**src/rtl/timer_pkg.sv**
```systemverilog
// Shared types and constants for the BCD countdown timer.
// Digit maxima follow the HH:MM:SS borrow chain, LSB first.
package timer_pkg;

   typedef enum logic [1:0] {IDLE, RUN, PAUSE, EXPIRED} state_e;

   localparam logic [3:0] S0_MAX       = 4'd9;
   localparam logic [3:0] S1_MAX       = 4'd5;
   localparam logic [3:0] M0_MAX       = 4'd9;
   localparam logic [3:0] M1_MAX       = 4'd5;
   localparam logic [3:0] H0_MAX       = 4'd9;
   localparam logic [3:0] H1_MAX       = 4'd2;
   localparam logic [3:0] HOUR_MAX_LOW = 4'd3;

   // Packed {H1,H0,M1,M0,S1,S0} so digit i sits at bits [4*i +: 4].
   localparam logic [23:0] DIGIT_MAX_VEC = {H1_MAX, H0_MAX, M1_MAX, M0_MAX, S1_MAX, S0_MAX};

   function automatic logic bcd_time_valid(input logic [23:0] t);
      logic [3:0] h1, h0, m1, m0, s1, s0;
      {h1, h0, m1, m0, s1, s0} = t;
      return (s0 <= S0_MAX) && (s1 <= S1_MAX) && (m0 <= M0_MAX) && (m1 <= M1_MAX) &&
             (h1 <= H1_MAX) && (h0 <= H0_MAX) && ((h1 != H1_MAX) || (h0 <= HOUR_MAX_LOW));
   endfunction

endpackage

```
**src/rtl/bcd_down_digit.sv**
```systemverilog
// One BCD digit of the countdown chain: loads, decrements, and borrows
// from the next digit when it rolls from 0 back to its maximum.
module bcd_down_digit #(
   parameter bit RELOAD = 1'b1
) (
   input  logic       clk,
   input  logic       resetN,
   input  logic       load,
   input  logic [3:0] load_val,
   input  logic       dec,
   input  logic [3:0] digit_max,
   output logic [3:0] digit,
   output logic       borrow
);

   logic [3:0] digit_q, digit_d;

   // NOTE: give every always_comb output a default first so no path infers a latch.
   always_comb begin
      digit_d = digit_q;
      if (load) begin
         digit_d = load_val;
      end else if (dec) begin
         digit_d = (digit_q == 4'd0) ? (RELOAD ? digit_max : 4'd0) : digit_q - 4'd1;
      end
   end

   // NOTE: non-blocking assignments so all six digits update from pre-edge values.
   always_ff @(posedge clk or negedge resetN) begin
      if (!resetN) digit_q <= 4'd0;
      else         digit_q <= digit_d;
   end

   assign digit  = digit_q;
   assign borrow = dec && (digit_q == 4'd0);

endmodule

```
**src/rtl/bcd_countdown_timer.sv**
```systemverilog
// HH:MM:SS BCD countdown timer: load/start/stop control, prescaled decrement
// through a six-digit borrow chain, and expiry at 00:00:00.
module bcd_countdown_timer
   import timer_pkg::*;
#(
   parameter int unsigned TICK_DIV = 100000000
) (
   input  logic        clk,
   input  logic        resetN,
   input  logic        load,
   input  logic [23:0] setValue,
   input  logic        start,
   input  logic        stop,
   output logic [23:0] value,
   output logic        running,
   output logic        done,
   output logic        expired,
   output logic        loadErr
);

   localparam int unsigned        PRESC_W   = (TICK_DIV > 2) ? $clog2(TICK_DIV) : 1;
   localparam logic [PRESC_W-1:0] PRESC_MAX = PRESC_W'(TICK_DIV - 1);

   state_e             state_q, state_d;
   logic [PRESC_W-1:0] presc_q, presc_d;
   logic               running_q, running_d;
   logic               done_q, done_d;
   logic               expired_q, expired_d;
   logic               load_err_q, load_err_d;

   logic               load_ok;
   logic               tick;
   logic [6:0]         dec_chain;

   assign load_ok      = bcd_time_valid(setValue);
   // Any load, accepted or not, suppresses the decrement for that cycle.
   assign tick         = (state_q == RUN) && (presc_q == PRESC_MAX) && !load;
   assign dec_chain[0] = tick;

   for (genvar i = 0; i < 6; i++) begin : g_digit
      bcd_down_digit #(.RELOAD(i != 5)) u_digit (
         .clk      (clk),
         .resetN   (resetN),
         .load     (load && load_ok),
         .load_val (setValue[4*i +: 4]),
         .dec      (dec_chain[i]),
         .digit_max(DIGIT_MAX_VEC[4*i +: 4]),
         .digit    (value[4*i +: 4]),
         .borrow   (dec_chain[i+1])
      );
   end

   // A borrow out of H1 would mean 00:00:00 was decremented.
   assert property (@(posedge clk) disable iff (!resetN) !dec_chain[6]);

   always_comb begin
      state_d    = state_q;
      presc_d    = presc_q;
      done_d     = 1'b0;
      load_err_d = 1'b0;
      if (load) begin
         if (load_ok) begin
            state_d = IDLE;
            presc_d = '0;
         end else begin
            load_err_d = 1'b1;
         end
      end else begin
         unique case (state_q)
            IDLE: if (start && !stop && (value != '0)) begin
               state_d = RUN;
               presc_d = '0;
            end
            RUN: begin
               if (tick) begin
                  presc_d = '0;
                  if (value == 24'h000001) begin
                     state_d = EXPIRED;
                     done_d  = 1'b1;
                  end
               end else begin
                  presc_d = presc_q + PRESC_W'(1);
               end
               if (stop && (state_d == RUN)) state_d = PAUSE;
            end
            PAUSE: if (start && !stop) state_d = RUN;
            default: ;
         endcase
      end
      running_d = (state_d == RUN);
      expired_d = (state_d == EXPIRED);
   end

   always_ff @(posedge clk or negedge resetN) begin
      if (!resetN) begin
         state_q    <= IDLE;
         presc_q    <= '0;
         running_q  <= 1'b0;
         done_q     <= 1'b0;
         expired_q  <= 1'b0;
         load_err_q <= 1'b0;
      end else begin
         state_q    <= state_d;
         presc_q    <= presc_d;
         running_q  <= running_d;
         done_q     <= done_d;
         expired_q  <= expired_d;
         load_err_q <= load_err_d;
      end
   end

   assign running = running_q;
   assign done    = done_q;
   assign expired = expired_q;
   assign loadErr = load_err_q;

endmodule

```
**config.mk**
```make
export PLATFORM = sky130hd
export DESIGN_NAME = bcd_countdown_timer
export DESIGN_NICKNAME = d
export VERILOG_FILES = /design/src/rtl/timer_pkg.sv /design/src/rtl/bcd_down_digit.sv /design/src/rtl/bcd_countdown_timer.sv
export SDC_FILE = /design/constraint.sdc
export NUM_CORES = 1
export LEC_CHECK = 0
export ABC_AREA = 1
export CAP_MARGIN = 15
export CORE_MARGIN = 5
export CORE_UTILIZATION = 45
export DETAILED_ROUTE_END_ITERATION = 6
export GPL_TIMING_DRIVEN = 0
export PLACE_DENSITY = 0.65
export SLEW_MARGIN = 15
export SYNTH_ARGS = -nofsm -noshare
export SYNTH_HDL_FRONTEND = slang
export SYNTH_SLANG_ARGS = --single-unit
```
**constraint.sdc**
```tcl
create_clock -name clk -period 1.9 [get_ports clk]
set_input_delay 0.19 -clock clk [delete_from_list [all_inputs] [get_ports clk]]
set_output_delay 0.19 -clock clk [all_outputs]
set_load 0.01 [all_outputs]
```
Word-level counts from Yosys, hierarchy flattened
Index checks and enable logic that the tools add are counted.
- register bits after elaboration: 57
- word-level logic and storage cells: 111
- eq/ne operators: 10
- reductions and logical operators: 36
- muxes and demuxes: 39
- add/subtract/negate cells: 7
- magnitude comparators: 7
- operators by type and width (kind ; count):
    $mux W27 ; 4
    $mux W4 ; 18
    $pmux W27 S2 ; 1
    $add A27 B1 Y27 const B ; 1
    $eq A27 B27 Y1 const B ; 1
    $eq A24 B1 Y1 const B ; 1
    $logic_not A4 Y1 ; 6
    $reduce_bool A24 Y1 ; 1
    $sub A4 B1 Y4 const B ; 6
    $mux W2 ; 9
    $logic_and A1 B1 Y1 ; 17
    $le A4 B4 Y1 const B ; 3
    $reduce_bool A2 Y1 ; 6
    $le A4 B2 Y1 const B ; 2
    $le A4 B3 Y1 const B ; 2
    $eq A2 B1 Y1 const B ; 3
    $mux W1 ; 6
    $pmux W2 S3 ; 1
    $eq A2 B2 Y1 const B ; 2
    $ne A4 B2 Y1 const B ; 1
    $ne A3 B3 Y1 const B ; 1
    $reduce_and A3 Y1 ; 1
    $reduce_bool A3 Y1 ; 1
    $logic_not A1 Y1 ; 2
    other kinds (3) ; 3

Logic depth before layout (Yosys ltp)
- depth after elaboration: 12
- depth in mapped cells: 13

Cells and area by module
Synthesis repeated with hierarchy kept, for this count alone.
- cells, all modules: 705
- area total of the unflattened synthesis: 4322.9 um2
- by module, submodules not included (module ; area each (um2) ; cells an instance ; times used ; sequential area each (um2)):
    bcd_countdown_timer ; 2618.8 ; 439 ; 1 ; 825.8
    bcd_down_digit (g_digit[0].u_digit ...) ; 294.0 ; 46 ; 5 ; 100.1
    bcd_down_digit (g_digit[5].u_digit) ; 234.0 ; 36 ; 1 ; 100.1

Worst setup path after synthesis
No wires, ideal clock.
- kind: flip-flop to flip-flop
- from: register presc_q[0]
- to: register g_digit[1].u_digit.digit_q[2]
- required time: 1779 ps
- library setup time: 121 ps
- arrival: 1504 ps
- clock period less this slack: 1625 ps
- slack: 275 ps
- stages on the path, launching flop included: 11
- cells stage by stage: dfrtp_1 > ha_1 > nand3_2 > nor2_4 > nand2_2 > nor2_8 > nand2_2 > nand2_2 > nand2_1 > nor2_1 > nor2_1
- longest elaborated chain between the ends: 5
- RTL lines (item ; RTL line ; RTL):
    start: declaration ; bcd_countdown_timer.sv:25 ; logic [PRESC_W-1:0] presc_q, presc_d;
    start signal: assignment ; bcd_countdown_timer.sv:104 ; presc_q <= presc_d;
    $eq A27 B27 Y1 ; bcd_countdown_timer.sv:37 ; assign tick = (state_q == RUN) && (presc_q == PRESC_MAX) && !load;
    $logic_and A1 B1 Y1 (2 in a row) ; bcd_countdown_timer.sv:37 ;
    $logic_and A1 B1 Y1 ; bcd_down_digit.sv:35 ; assign borrow = dec && (digit_q == 4'd0);
    $reduce_bool A2 Y1 (no source line) ; -- ;
    end signal: assignment ; bcd_down_digit.sv:31 ; else digit_q <= digit_d;
    end: declaration ; bcd_down_digit.sv:16 ; logic [3:0] digit_q, digit_d;
No other way between the ends.
A chain may end at the register's enable or synchronous reset.

Worst setup path in the final report
- from: register presc_q[1]
- to: register g_digit[1].u_digit.digit_q[2]
The elaborated chain is that of the path after synthesis.

==> results.ini <==
[outcome]
outcome=completed

[critical_path]
start_kind=flip-flop
regToRegEndpoint=g_digit[1].u_digit.digit[2]
setup.worst_path.end_class=flip-flop
r2r_cells=10
critPathMaxFanout=7
crit_start=presc_q[1]
worstPathArrival_ns=1.98
worstPathRequired_ns=2.14
setup.worst_path.class=flip-flop to flip-flop
r2r_start=presc_q[1]
r2r_slack_ns=0.16

[floorplan]
initial_core_util=0.464
die_height_um=105
rows=34
core_um2=8760
ioPinCount=57
dieArea_um2=11000
dieWidth_um=105

[finish]
area_growth_pct=24.0
final_area_um2=5040
n_fill_cell=874
antenna_cells=0
drive_above_1_share=0.109
fin_nets=743
layout_common_cells=233 x nand2_1, 79 x nor2_1, 78 x inv_1, 56 x dfrtp_1, 54 x clkdlybuf4s50_1
layout_commonest_cell=nand2_1

[detailed_routing]
route.vias.total=4247
drt_pass1_iterations=5
avgRoutedWirePerCell_um=14.0
ant_nets=0
drc_errors=0
viasPerCell=5.14
wl_um=11500
drt-initial-drc-count=254

[yosys]
synth_ff_type=dfrtp_1
synth-edff-count=0
syn_area_per_cell_um2=6.35
netlist_instances=640
synth.cell_area_um2=4070
synth-async-reset-ratio=1.00
ys_types=36
synth_fp_nets=670
yosysSeqAreaShare=0.351
ys_ff_latch=57
synth_warnings=0

[sta]
min_period_ns=1.74
tns_ns=0
finClkSkew_ns=0.00540
tightestPinTransition_ns=0.753
fmax_ghz=0.575
finalMaxSlewViolations=0
setup_viol=0
final_hold_viol_count=0
relSlewSlack=0.498
whs_ns=0.262
finalCritPeriodShare=0.916
rsz0062_at_grt=no

[global_route]
grt_max_degree=58
grt-ovfl-total=0
grt_pass1_vias=3937
grt_pass1_wl_um=19400
grt_antenna_before_repair=0
grt_usage=0.215

[clock_network]
cts.sinks=57
h-tree-depth=3
clkLatencyLatePin_ns=0.35
cts_tree=built
cts_buffers=9
cts.clk_slew.worst_paths_ns=0.07
cts_root_buf=clkbuf_8
clock_path_buffers=2

[placement]
place_congestion=0.954
hpwlAfterDp_um=8650
portBuffers=55
placed_area_um2=4750

[pwr]
p_total_mw=3.34
powerDensity_nw_per_um2=662
power.leakage_nw=2.53
ir_drop_mv=0.499

[hold_path]
hp-start=load
min_to=loadErr
hold_path_class=input port to flip-flop
min_path_cells=3

[flow_run]
cap_violations=0

layer usage:
metal	GRT usage	routed length (µm)	vias to the layer above
li1	-	-	2143
met1	0.313	5560	1973
met2	0.322	5140	113
met3	0.0487	682	18
met4	0.0566	151	0
met5	0	0	-
repair_timing:
item | CTS | global route
buffers inserted | 0 | 6
setup endpoints to repair | 25 | 43
hold endpoints to repair | 57 | 0
resized for setup | 3 | 13
hold buffers | 1 | 0
pin swaps | 1 | 3
critical path, stage by stage (launching register included):
cell and delay [ns]:
dfrtp_1 0.39, ha_4 0.19, nand3_2 0.12, nor2_4 0.19
nand2_2 0.11, nor2_8 0.21, nand2_2 0.11, nand2_2 0.11
nand2_1 0.05, nor2_1 0.09, nor2_1 0.04
worst max path at each step:
stage | to | slack [ns] | cells after the start
2_1_floorplan | g_digit[1].u_digit.digit[2] | 0.28 | 10
3_3_place_gp | presc_q[0] | -1.33 | 1
5_1_grt | g_digit[0].u_digit.digit[0] | 0.001 | 9
4_1_cts | presc_q[5] | 0.01 | 8
3_5_place_dp | g_digit[0].u_digit.digit[0] | -0.29 | 9
6_report | g_digit[1].u_digit.digit[2] | 0.16 | 10
cells in the mapped netlist, drive strengths merged, types with 6 or more instances:
cell      n  area [µm²]
a21oi     6        30.0
buf       7        53.8
clkbuf    7        27.5
dfrtp    57        1430
inv      80         300
nand2   242         936
nand3    58         315
nand4    12        87.6
nor2     96         427
o21ai    42         214
or2       8        50.1
xor2      9        78.8
state kept, by name, indices dropped and copies added, names as in the netlist:
signal	cells
presc_q	27
g_digit.u_digit.digit	24
state_q	2
done	1
expired	1
loadErr	1
running	1
cells by family (layout without fill, tap and decap cells):
family          count (synthesis)  count (layout)  share of synthesized area
simple gates                  420             420                      0.452
buf+inv                        94             172                     0.0938
compound gates                 58              58                     0.0788
flops                          57              57                      0.351
xor+xnor                       10              10                     0.0215
fa+ha+maj                       1               1                    0.00308
report_power, final:
part,total (mW),switching (mW),internal [mW]
clock,1.05,0.571,0.480
sequential,1.41,0.0975,1.31
combinational,0.883,0.523,0.359
metrics by stage:
step	worst slack [ns]	utilization	instances
2_1_floorplan	0.275	-	640
3_3_place_gp	-1.33	0.542	803
3_5_place_dp	-0.291	0.542	803
4_1_cts	0.00985	0.566	820
5_1_grt	0.000981	0.576	826
6_report	0.160	0.576	826
final cells by class:
type | instances | area (µm²) | share of cell area
inverters | 80 | 300 | 0.0595
well taps | 108 | 135 | 0.0268
flip-flops and latches | 57 | 1430 | 0.283
plain buffers | 14 | 86.3 | 0.0171
clock inverters | 7 | 56.3 | 0.0112
multi-input cells | 489 | 2310 | 0.458
clock buffers | 9 | 124 | 0.0246
repair buffers | 62 | 603 | 0.120
Note: power is estimated with default switching activity, not from simulation.
